==> src/rtl/vram_scanout_if.sv <==
`default_nettype none
// ============================================================================
// Module      : vram_scanout_if
// Description : VRAM pixel-port and pixel-stream signals for vram_scanout.
//               master = scanout engine, slave = VRAM + display side.
// Revision    : 1.0  initial release
// ============================================================================
interface vram_scanout_if;
  logic        start;
  logic        busy;
  logic        p_read;
  logic [12:0] p_addr;
  logic [15:0] p_dout;
  logic        pix_valid;
  logic        pix_ready;
  logic        pix_data;
  logic        pix_sol;
  logic        pix_sof;
  logic        pix_eof;

  modport master (
    input  start, p_dout, pix_ready,
    output busy, p_read, p_addr, pix_valid, pix_data, pix_sol, pix_sof, pix_eof
  );

  modport slave (
    output start, p_dout, pix_ready,
    input  busy, p_read, p_addr, pix_valid, pix_data, pix_sol, pix_sof, pix_eof
  );
endinterface
`default_nettype wire

==> src/rtl/vram_scanout.sv <==
`default_nettype none
// ============================================================================
// Module      : vram_scanout
// Description : Demand-driven raster reader for the VRAM pixel port. Keeps at
//               most two words buffered or in flight and emits one pixel per
//               valid/ready handshake, LSB of each word first.
// Revision    : 1.0  initial release
// ============================================================================
module vram_scanout #(
  parameter int WORDS_PER_LINE = 32,
  parameter int LINES          = 256
) (
  input  wire logic      clk,
  input  wire logic      reset,
  vram_scanout_if.master bus
);
  localparam int c_WORDS    = WORDS_PER_LINE * LINES;
  localparam int c_PIXELS   = c_WORDS * 16;
  localparam int c_LINE_PIX = WORDS_PER_LINE * 16;
  localparam int c_PW       = $clog2(c_PIXELS);
  localparam int c_CW       = $clog2(c_LINE_PIX);

  typedef enum logic [1:0] {
    IDLE  = 2'd0,
    RUN   = 2'd1,
    DRAIN = 2'd2
  } state_t;

  state_t            state_q, state_d;
  logic [12:0]       fetch_q, fetch_d;   // next word address to issue
  logic [12:0]       addr_q,  addr_d;    // address of the last issued word
  logic              ph2_q,   ph2_d;     // a read is in its data cycle
  logic [1:0]        cnt_q,   cnt_d;     // buffered words
  logic [15:0]       w0_q,    w0_d;      // head word
  logic [15:0]       w1_q,    w1_d;
  logic [c_PW-1:0]   pix_q,   pix_d;     // pixel index within frame
  logic [c_CW-1:0]   col_q,   col_d;     // column within line

  logic w_issue, w_valid, w_accept, w_pop, w_push, w_last_pix, w_last_word, w_last_col;

  // Buffered plus in-flight words must stay below two before a new launch.
  assign w_issue     = (state_q == RUN) && ((cnt_q + {1'b0, ph2_q}) < 2'd2);
  assign w_valid     = (cnt_q != 2'd0);
  assign w_accept    = w_valid & bus.pix_ready;
  assign w_pop       = w_accept & (pix_q[3:0] == 4'hF);
  assign w_push      = ph2_q;
  assign w_last_pix  = (pix_q == c_PW'(c_PIXELS - 1));
  assign w_last_word = (fetch_q == 13'(c_WORDS - 1));
  assign w_last_col  = (col_q == c_CW'(c_LINE_PIX - 1));

  assign bus.busy      = (state_q != IDLE);
  assign bus.p_read    = w_issue | ph2_q;
  assign bus.p_addr    = w_issue ? fetch_q : addr_q;
  assign bus.pix_valid = w_valid;
  assign bus.pix_data  = w_valid & w0_q[pix_q[3:0]];
  assign bus.pix_sol   = w_valid & (col_q == '0);
  assign bus.pix_sof   = w_valid & (pix_q == '0);
  assign bus.pix_eof   = w_valid & w_last_pix;

  // State register and all datapath registers.
  always_ff @(posedge clk or posedge reset) begin
    if (reset) begin
      state_q <= IDLE;
      fetch_q <= '0;
      addr_q  <= '0;
      ph2_q   <= 1'b0;
      cnt_q   <= '0;
      w0_q    <= '0;
      w1_q    <= '0;
      pix_q   <= '0;
      col_q   <= '0;
    end else begin
      state_q <= state_d;
      fetch_q <= fetch_d;
      addr_q  <= addr_d;
      ph2_q   <= ph2_d;
      cnt_q   <= cnt_d;
      w0_q    <= w0_d;
      w1_q    <= w1_d;
      pix_q   <= pix_d;
      col_q   <= col_d;
    end
  end

  // Frame sequencing: run until the last word is issued, drain until eof is taken.
  always_comb begin
    state_d = state_q;
    case (state_q)
      IDLE:    if (bus.start) state_d = RUN;
      RUN:     if (w_issue && w_last_word) state_d = DRAIN;
      DRAIN:   if (w_accept && w_last_pix) state_d = IDLE;
      default: state_d = IDLE;
    endcase
  end

  // Fetch counters, prefetch buffer and pixel counters.
  always_comb begin
    fetch_d = fetch_q;
    addr_d  = addr_q;
    ph2_d   = w_issue;
    cnt_d   = cnt_q;
    w0_d    = w0_q;
    w1_d    = w1_q;
    pix_d   = pix_q;
    col_d   = col_q;

    if (w_issue) begin
      addr_d  = fetch_q;
      fetch_d = w_last_word ? 13'd0 : fetch_q + 13'd1;
    end

    case ({w_push, w_pop})
      2'b10: begin
        if (cnt_q == 2'd0) w0_d = bus.p_dout;
        else               w1_d = bus.p_dout;
        cnt_d = cnt_q + 2'd1;
      end
      2'b01: begin
        w0_d  = w1_q;
        cnt_d = cnt_q - 2'd1;
      end
      2'b11: begin
        // Word arriving while the head pops: it lands behind any remaining word.
        if (cnt_q == 2'd1) begin
          w0_d = bus.p_dout;
        end else begin
          w0_d = w1_q;
          w1_d = bus.p_dout;
        end
      end
      default: ;
    endcase

    if (w_accept) begin
      pix_d = w_last_pix ? '0 : pix_q + 1'b1;
      col_d = w_last_col ? '0 : col_q + 1'b1;
    end
  end
endmodule
`default_nettype wire

==> src/flat_wrapper.sv <==
// flat-port wrapper written by rule: the top's interface ports become plain ports
module vram_scanout_flat 
#(
  parameter int WORDS_PER_LINE = 32,
  parameter int LINES          = 256
)
  (clk, reset, bus_start, bus_p_dout, bus_pix_ready, bus_busy, bus_p_read, bus_p_addr, bus_pix_valid, bus_pix_data, bus_pix_sol, bus_pix_sof, bus_pix_eof);
  vram_scanout_if bus_i ();
  input  wire logic clk;
  input  wire logic reset;
  input wire logic [$bits(bus_i.start)-1:0] bus_start;
  input wire logic [$bits(bus_i.p_dout)-1:0] bus_p_dout;
  input wire logic [$bits(bus_i.pix_ready)-1:0] bus_pix_ready;
  output wire logic [$bits(bus_i.busy)-1:0] bus_busy;
  output wire logic [$bits(bus_i.p_read)-1:0] bus_p_read;
  output wire logic [$bits(bus_i.p_addr)-1:0] bus_p_addr;
  output wire logic [$bits(bus_i.pix_valid)-1:0] bus_pix_valid;
  output wire logic [$bits(bus_i.pix_data)-1:0] bus_pix_data;
  output wire logic [$bits(bus_i.pix_sol)-1:0] bus_pix_sol;
  output wire logic [$bits(bus_i.pix_sof)-1:0] bus_pix_sof;
  output wire logic [$bits(bus_i.pix_eof)-1:0] bus_pix_eof;
  assign bus_i.start = bus_start;
  assign bus_i.p_dout = bus_p_dout;
  assign bus_i.pix_ready = bus_pix_ready;
  assign bus_busy = bus_i.busy;
  assign bus_p_read = bus_i.p_read;
  assign bus_p_addr = bus_i.p_addr;
  assign bus_pix_valid = bus_i.pix_valid;
  assign bus_pix_data = bus_i.pix_data;
  assign bus_pix_sol = bus_i.pix_sol;
  assign bus_pix_sof = bus_i.pix_sof;
  assign bus_pix_eof = bus_i.pix_eof;
  vram_scanout #(.WORDS_PER_LINE(WORDS_PER_LINE), .LINES(LINES)) u_core (.clk(clk), .reset(reset), .bus(bus_i));
endmodule
==> config.mk <==
export PLATFORM = sky130hd
export DESIGN_NAME = vram_scanout_flat
export DESIGN_NICKNAME = d
export VERILOG_FILES = /design/src/rtl/vram_scanout_if.sv /design/src/rtl/vram_scanout.sv /design/src/flat_wrapper.sv
export SDC_FILE = /design/constraint.sdc
export NUM_CORES = 1
export LEC_CHECK = 0
export BUFFER_PORTS_ARGS = -buffer_cell sky130_fd_sc_hd__clkbuf_2
export CELL_PAD_IN_SITES_DETAIL_PLACEMENT = 0
export CELL_PAD_IN_SITES_GLOBAL_PLACEMENT = 1
export CORE_MARGIN = 1.5
export CORE_UTILIZATION = 40
export CTS_CLUSTER_SIZE = 16
export DETAILED_ROUTE_END_ITERATION = 10
export GPL_TIMING_DRIVEN = 1
export PLACE_DENSITY_LB_ADDON = 0.1
export SKIP_CTS_REPAIR_TIMING = 1
export SLEW_MARGIN = 20
export SYNTH_ARGS = -nofsm -noshare
export SYNTH_HDL_FRONTEND = slang
export SYNTH_SLANG_ARGS = --single-unit
==> constraint.sdc <==
create_clock -name clk -period 4.3 [get_ports clk]
set_input_delay 0.215 -clock clk [delete_from_list [all_inputs] [get_ports clk]]
set_output_delay 0.215 -clock clk [all_outputs]
set_load 0.01 [all_outputs]
* Word level (Yosys, flattened, before mapping)
Index checks and enable logic that the tools add are counted.
** Storage, ports and cells
- Flip-flop bits (word level) :: 89
- Latch bits :: 0
- Memory bits (writable) :: 0
- Bits in read-only memories :: 0
- Bits of input ports :: 20
- Output and inout port bits :: 20
- Word-level logic and storage cells :: 72
- Memories :: 0
** Cells by class
- Add/sub/neg operators :: 6
- $mul :: 0
- Divide/modulo/power cells :: 0
- Order comparisons :: 2
- Equality and inequality tests :: 16
- Shift-type cells :: 0
- Multiplexer cells :: 17
- Bitwise gates (word level) :: 7
- Reduce and logical (&&, ||, !) cells :: 15
** Operator list (count)
- 16-bit 2-to-1 mux :: 4
- 16-bit one-hot mux with 3 select lines :: 1
- 16-bit one-hot mux with 2 select lines :: 1
- 13-bit 2-to-1 mux :: 2
- 17-bit by 1-bit adder with 17-bit output, second input constant :: 1
- 17-bit == test, second input constant :: 1
- 17-bit zero test :: 1
- 17-bit 2-to-1 mux :: 1
- 13-bit by 1-bit adder with 13-bit output, second input constant :: 1
- 13-bit == test, second input constant :: 1
- 9-bit by 1-bit adder with 9-bit output, second input constant :: 1
- 9-bit == test, second input constant :: 1
- 9-bit zero test :: 1
- 9-bit 2-to-1 mux :: 1
- 2-bit != test, second input constant :: 4
- 2-bit nonzero test :: 4
- 1-bit bitwise AND :: 6
- 2-bit by 1-bit == test with 1-bit output, second input constant :: 3
- 2-bit == test, second input constant :: 3
- 2-bit 2-to-1 mux :: 3
- 2-bit one-hot mux with 3 select lines :: 1
- 3-bit AND reduction :: 2
- 4-bit by 5-bit < comparator with 1-bit output, second input constant :: 1
- 1-bit binary-select mux with 4-bit select :: 1
- 13 further kinds :: 17

* Longest topological paths before layout
Gate-level depths: netlist of the first run.
- Depth after elaboration :: 6
- Mapped depth :: 12
- Gate-level depth less buffers :: 10

* Worst setup path after synthesis of the first run
OpenSTA, ideal clock, no wires.
- Path kind :: register to register
- Start point :: register u_core.cnt_q[0]
- End point :: register u_core.w1_q[0]
- Library setup time :: 0.125 ns
- Arrival time :: 2.564 ns
- Data required time :: 4.175 ns
- Setup slack :: 1.611 ns
- Cell stages (with the launch flop) :: 11
- Buffers on the path :: 2
- Period minus slack after synthesis :: 2.689 ns
- Cells stage by stage :: dfrtp_1 inv_1 ha_1 nand2b_1 or2_1 clkbuf_1 inv_1 ha_1 o211ai_1 buf_2 mux2_2
** Between the ends
- Longest elaborated chain between the ends :: 6
- Elaborated cells on any way between the ends :: 12
- Classes of those cells :: 5 x eq/ne; 1 x mux; 2 x bitwise; 4 x reduce/logical
** Ends and longest elaborated chain
- start: declaration :: line vram_scanout.sv:33 : logic [1:0] cnt_q, cnt_d;
- start signal: assignment :: line vram_scanout.sv:77 : cnt_q <= cnt_d;
- 2-bit nonzero test :: line vram_scanout.sv:43 : assign w_valid = (cnt_q != 2'd0);
- 1-bit bitwise AND :: line vram_scanout.sv:44 : assign w_accept = w_valid & bus.pix_ready;
- 1-bit bitwise AND :: line vram_scanout.sv:45 : assign w_pop = w_accept & (pix_q[3:0] == 4'hF);
- 2-bit == test :: line vram_scanout.sv:112 : case ({w_push, w_pop})
- 2-bit != test (no source line) or 2-bit nonzero test (tied branches)
- 3-bit AND reduction (no source line)
- end signal: assignment :: line vram_scanout.sv:79 : w1_q <= w1_d;
- end: declaration :: line vram_scanout.sv:35 : logic [15:0] w1_q, w1_d;
Several ways; a longest one is shown, not always the timed one.
A chain may end at the register's enable or synchronous reset.

* Final worst setup path of the first run
- Start point :: register u_core.cnt_q[0]
- End point :: register u_core.w1_q[8]
Same word-level chain as after synthesis.

==> results_dict.tcl, run 1 <==
set metrics [dict create \
    status "finished, violations left" \
    violations "hold timing" \
    place_congestion 0.758 \
    die_w_um 106 \
    drc 0 \
    area_growth_pct 13.3 \
    fillerInstances 1033 \
    cts_buffers 9 \
    core_um2 10400 \
    synth-xor-area-share_pct 3.89 \
    synth_top_family_by_area "simple AND/OR/NAND/NOR gates" \
    finalNetCount 496 \
    irDropWorstVdd_uv 309 \
    synth_compound_area_share_pct 11.3 \
    setup_viol 0 \
    ys_seq_area_share_pct 52.1 \
    cp.required_ns 4.55 \
    p_leak_uw 0.00223 \
    io_buffers 39 \
    finalCritPeriodShare_pct 68.2 \
    start_util_pct 41.2 \
    wl_per_cell_um 15.2 \
    syn-num-nets 459 \
    fmax_ghz 0.341 \
    final_cells 604 \
    maxCapViolCount 0 \
    synthAdderAreaFrac_pct 3.80 \
    rsz0062_at_grt "no" \
    wl_um 9170 \
    hold_slack_ns -0.00259 \
    worstPathCellList "inv_1 > ha_1 > nand2b_1 > or2_1 > inv_1 > ha_1 > nand2_1 > o211ai_1 > buf_4 > mux2_2" \
    grt.met1_usage_pct 25.6 \
    grt_use_total_pct 17.8 \
    synthArstFlopShare_pct 100 \
    floorplan.die_area_um2 11300 \
    dp_hpwl_um 6040 \
    crit_fanout 16 \
    htreeDepth 3 \
    gr-usage-met3_pct 3.99 \
    place_area_um2 4610 \
    final-max-slew-violation-count 0 \
    grt_antenna_before_repair 0 \
    p_per_area_nw_per_um2 641 \
    clock_latency_ns 0.36 \
    drive_above_1_share_pct 18.4 \
    grt_max_degree 55 \
    slew_headroom_pct 35.6 \
    placementRows 37 \
    finalCriticalPeriod_ns 2.93 \
    crit_type "reg -> reg" \
    synthFlopType "dfrtp_1" \
    synth-simple-area-share_pct 19.0 \
    synth_edf_count 0 \
    syn_avg_cell_area_um2 10.0 \
    postRouteAntennaNets 0 \
    synth_cell_types 45 \
    clock_sinks 89 \
    overflow 0 \
    crit_family "simple AND/OR/NAND/NOR gates" \
    cp_data_arrival_time_ns 3.19 \
    path_clk_slew_ns 0.09 \
    hold_viol 2 \
    end_kind "flip-flop" \
    drt_iter0_drc 111 \
    ys_seq_elements 89 \
    yosysTopAreaCellShare_pct 52.1 \
    tightest_slew_ns 0.966 \
    n_antenna_cell 0 \
    grt_most_used_layer "met2" \
    clockBufferDepth 2 \
    critical_path.slowest_cell "dfrtp_1" \
    yosysWarnings 0 \
    crit_buf_inv 3 \
    io_pins 40 \
    yosysTopAreaCell "dfrtp_1" \
    hp-class "in -> async" \
    syn_area_um2 4280 \
    tns_ns 0 \
    slowest_delay_ns 0.45 \
    grt_pass1_wl_um 15700 \
    ys_top_cells_by_area "dfrtp_1, nand2_1, mux2_2, ha_1, a21oi_1" \
    synth.area.mux_share_pct 6.55 \
    cts_tree "yes" \
    grt_pass1_vias 3070 \
    skew_ns 0.00517 \
    cts_root_buffer "clkbuf_8" \
    design_area_um2 4850 \
    drtPass1Iterations 4 \
    dieHeight_um 106 \
    vias_per_cell 5.30 \
    numPlacedInstances 588 \
    finalPower_uw 3110 \
    start_kind "flip-flop" \
    vias 3204 \
    syn_inst 426 \
    grt_util_met2_pct 26.2 \
]
## layer usage
layer  vias up  routed length (um)
li1       1577                   -
met1      1568                4680
met2        53                4090
met3         6                 291
met4         0                 104
met5         -                   0
## sequential cells by signal (all words and copies together), names as in the netlist
name,count
u_core.fetch_q,13
u_core.cnt_q,2
u_core.ph2_q,1
u_core.pix_q,17
u_core.state_q,2
u_core.addr_q,13
u_core.col_q,9
u_core.w0_q,16
u_core.w1_q,16
## power by group
group | leakage, uW | switching [uW] | internal, uW
Combinational | 0.00101 | 605 | 471
Sequential | 0.00110 | 241 | 1120
Clock | 0.000119 | 321 | 353
## layout make-up
| type | instances | area, um2 | share of cell area [%] |
|---|---|---|---|
| timing repair buffer | 45 | 240 | 4.96 |
| clock buffer | 10 | 138 | 2.84 |
| clock inverter | 6 | 97.6 | 2.01 |
| tap | 136 | 170 | 3.51 |
| multi-input combinational | 301 | 1910 | 39.4 |
| sequential | 89 | 2230 | 46.0 |
| inverter | 17 | 65.1 | 1.34 |
## per-stage QoR
step / util (%) / worst slack, ns
2_1_floorplan: - / 1.61
3_3_place_gp: 44.5 / 1.53
3_5_place_dp: 44.5 / 1.40
4_1_cts: 46.7 / 1.36
5_1_grt: 46.7 / 1.12
6_report: 46.7 / 1.37
## synth_stat cells, types with 8 or more instances
| cell | instances |
|---|---|
| nor4_1 | 8 |
| nor2_1 | 35 |
| mux2_2 | 16 |
| ha_1 | 13 |
| nand3_1 | 8 |
| nand4_1 | 9 |
| a21oi_1 | 30 |
| clkbuf_1 | 11 |
| o21ai_0 | 17 |
| nand2_1 | 64 |
| inv_1 | 17 |
| dfrtp_1 | 89 |
| xor2_1 | 12 |
| a22oi_1 | 16 |
| and3_1 | 8 |
## logic make-up after synthesis
logic type,after synthesis
mux,21
simple gates,168
buf+inv,36
compound gates,80
fa+ha+maj,13
xor+xnor,19
flops,89
## worst register-to-register path, cell delays in order (launching register included)
cell and delay (ns):
dfrtp_1 0.45, inv_1 0.07, ha_1 0.29, nand2b_1 0.39, or2_1 0.42, inv_1 0.15, ha_1 0.24, nand2_1 0.09
o211ai_1 0.10, buf_4 0.28, mux2_2 0.37
## placed cells by master, fill, tap and decap left out, types with 6 or more instances in the layout
cell,netlist,final
dfrtp_1,89,89
nand2_1,64,64
clkbuf_2,1,39
nor2_1,35,35
a21oi_1,30,29
o21ai_0,17,17
inv_1,17,16
a22oi_1,16,16
mux2_2,16,16
ha_1,13,13
xor2_1,12,12
clkbuf_8,0,10
nand4_1,9,9
and3_1,8,8
nand3_1,8,8
nor4_1,8,8
xnor2_1,7,7
nor3_1,7,7
buf_4,1,6
## final timing paths
check                                       from                 to  slack (ns)  cells past startpoint
worst min-delay path                       reset     u_core.w1_q[2]      -0.003                      2
min in group clk                       bus_start  u_core.state_q[0]        0.08                      3
max in group asynchronous                  reset   u_core.addr_q[0]        3.30                      3
worst max register to register   u_core.cnt_q[0]     u_core.w1_q[8]        1.37                     10
worst max-delay path             u_core.cnt_q[0]     u_core.w1_q[8]        1.37                     10
worst min register to register  u_core.addr_q[9]   u_core.addr_q[9]        0.48                      2
Note: power is estimated with default switching activity, not from simulation.
==> run 2: changes to the inputs <==
- clock period: 4.3 -> 2.4 ns (I/O delays scaled with it)
==> results_dict.tcl, run 2 (synthesized netlist as in run 1, its figures left out) <==
set metrics [dict create \
    status "finished, violations left" \
    violations "hold timing" \
    n_antenna_cell 0 \
    end_kind "primary output" \
    finalPower_uw 5820 \
    wl_per_cell_um 14.6 \
    hold_slack_ns -0.0188 \
    reg2reg_depth 10 \
    grt_antenna_before_repair 0 \
    design_area_um2 5200 \
    hold_viol 1 \
    place_area_um2 4790 \
    setup_viol 0 \
    p_per_area_nw_per_um2 1120 \
    layout_commonest_cell "dfrtp_1" \
    path_clk_slew_ns 0.09 \
    regToRegSetupSlack_ns 0.15 \
    critPathLaunch "u_core.pix_q[1]" \
    cts_tree "yes" \
    tightest_slew_ns 0.702 \
    rsz0062_at_grt "no" \
    final-max-slew-violation-count 0 \
    drt_iter0_drc 182 \
    grt_pass1_vias 3141 \
    drc 0 \
    largest_register_ffs 17 \
    start_util_pct 41.2 \
    crit_type "reg -> out" \
    floorplan.die_area_um2 11300 \
    start_kind "flip-flop" \
    postRouteAntennaNets 0 \
    grt_max_degree 90 \
    overflow 0 \
    crit_fanout 6 \
    finalCritPeriodShare_pct 93.9 \
    clockBufferDepth 2 \
    vias 3261 \
    numPlacedInstances 599 \
    place_congestion 0.775 \
    finalNetCount 523 \
    p_leak_uw 0.00238 \
    drive_above_1_share_pct 21.6 \
    cp.required_ns 2.28 \
    clock_sinks 89 \
    maxCapViolCount 0 \
    tns_ns 0 \
    r2r_start "u_core.cnt_q[0]" \
    grt_pass1_wl_um 15600 \
    largest-register "u_core.pix_q" \
    dieHeight_um 106 \
    cp_data_arrival_time_ns 2.13 \
    skew_ns 0.0118 \
    dp_hpwl_um 6120 \
    fmax_ghz 0.444 \
    area_growth_pct 21.5 \
    cts_buffers 9 \
    hp-class "in -> reg" \
    layout_common_cells "dfrtp_1, nand2_1, clkbuf_2" \
    fillerInstances 1019 \
    finalCriticalPeriod_ns 2.25 \
    core_um2 10400 \
    drtPass1Iterations 4 \
    die_w_um 106 \
    irDropWorstVdd_uv 520 \
    io_buffers 39 \
    vias_per_cell 5.17 \
    clock_latency_ns 0.38 \
    top_regs "u_core.pix_q x17, u_core.w0_q x16, u_core.w1_q x16" \
    grt_use_total_pct 17.8 \
    rr_endpoint "u_core.w1_q[10]" \
    htreeDepth 3 \
    final_cells 631 \
    endpoint "bus_pix_eof" \
    wl_um 9210 \
    io_pins 40 \
    cts_root_buffer "clkbuf_8" \
    slew_headroom_pct 53.0 \
    placementRows 37 \
]
==> run 2: cell count changes in the layout (fill, tap and decap cells not counted), sizes merged <==
cell	previous run	this run
dlygate4sd3	0	16
buf	6	17
clkinvlp	0	3
inv	19	16
clkbuf	49	51
clkinv	2	0
==> run 2: worst min path at each step <==
stage                     cells after the start  slack (ns)                end     startpoint
after floorplan                               1        0.27     u_core.w1_q[0]  bus_p_dout[0]
after global routing                          2        0.01     u_core.w1_q[8]  bus_p_dout[8]
after CTS                                     3       -0.11    u_core.w1_q[13]          reset
after global placement                        3        0.29   u_core.addr_q[4]          reset
after detailed placement                      3        0.31   u_core.addr_q[4]          reset
final                                         3       -0.02  u_core.state_q[0]      bus_start
==> run 2: through the flow <==
step                util, %  setup WS (ns)
floorplan                 -        -0.0344
global placement       46.2          0.199
detailed placement     46.2          0.139
CTS                    48.4         0.0449
global route           50.1        0.00904
finish                 50.1          0.147
==> run 2: worst max-delay path: stages (launching register included) <==
cell and delay [ns]:
dfrtp_1 0.37, ha_2 0.21, nand3_2 0.09, buf_4 0.17, nor4_2 0.28, ha_1 0.21
buf_4 0.14, nor2b_1 0.15, clkbuf_2 0.15
==> run 2: layout make-up <==
| class | instances | area (um2) | area share (%) |
|---|---|---|---|
| Clock buffer | 12 | 155 | 2.99 |
| Multi-Input combinational cell | 301 | 1990 | 38.3 |
| Sequential cell | 89 | 2230 | 42.9 |
| Clock inverter | 4 | 75.1 | 1.44 |
| Timing Repair Buffer | 72 | 508 | 9.78 |
| Tap cell | 136 | 170 | 3.27 |
| Inverter | 17 | 67.6 | 1.30 |
==> run 2: power by group <==
| group | switching (uW) | internal [uW] |
|---|---|---|
| registers | 380 | 2000 |
| logic | 1200 | 1050 |
| clock network | 548 | 644 |
| total | 2120 | 3700 |
==> run 2: layer usage <==
| metal | track usage (%) | share of wire (%) |
|---|---|---|
| met1 | 24.8 | 50 |
| met2 | 26.6 | 45 |
| met3 | 3.99 | 2.5 |
| met4 | 7.82 | 1.9 |
| met5 | 0 | 0 |
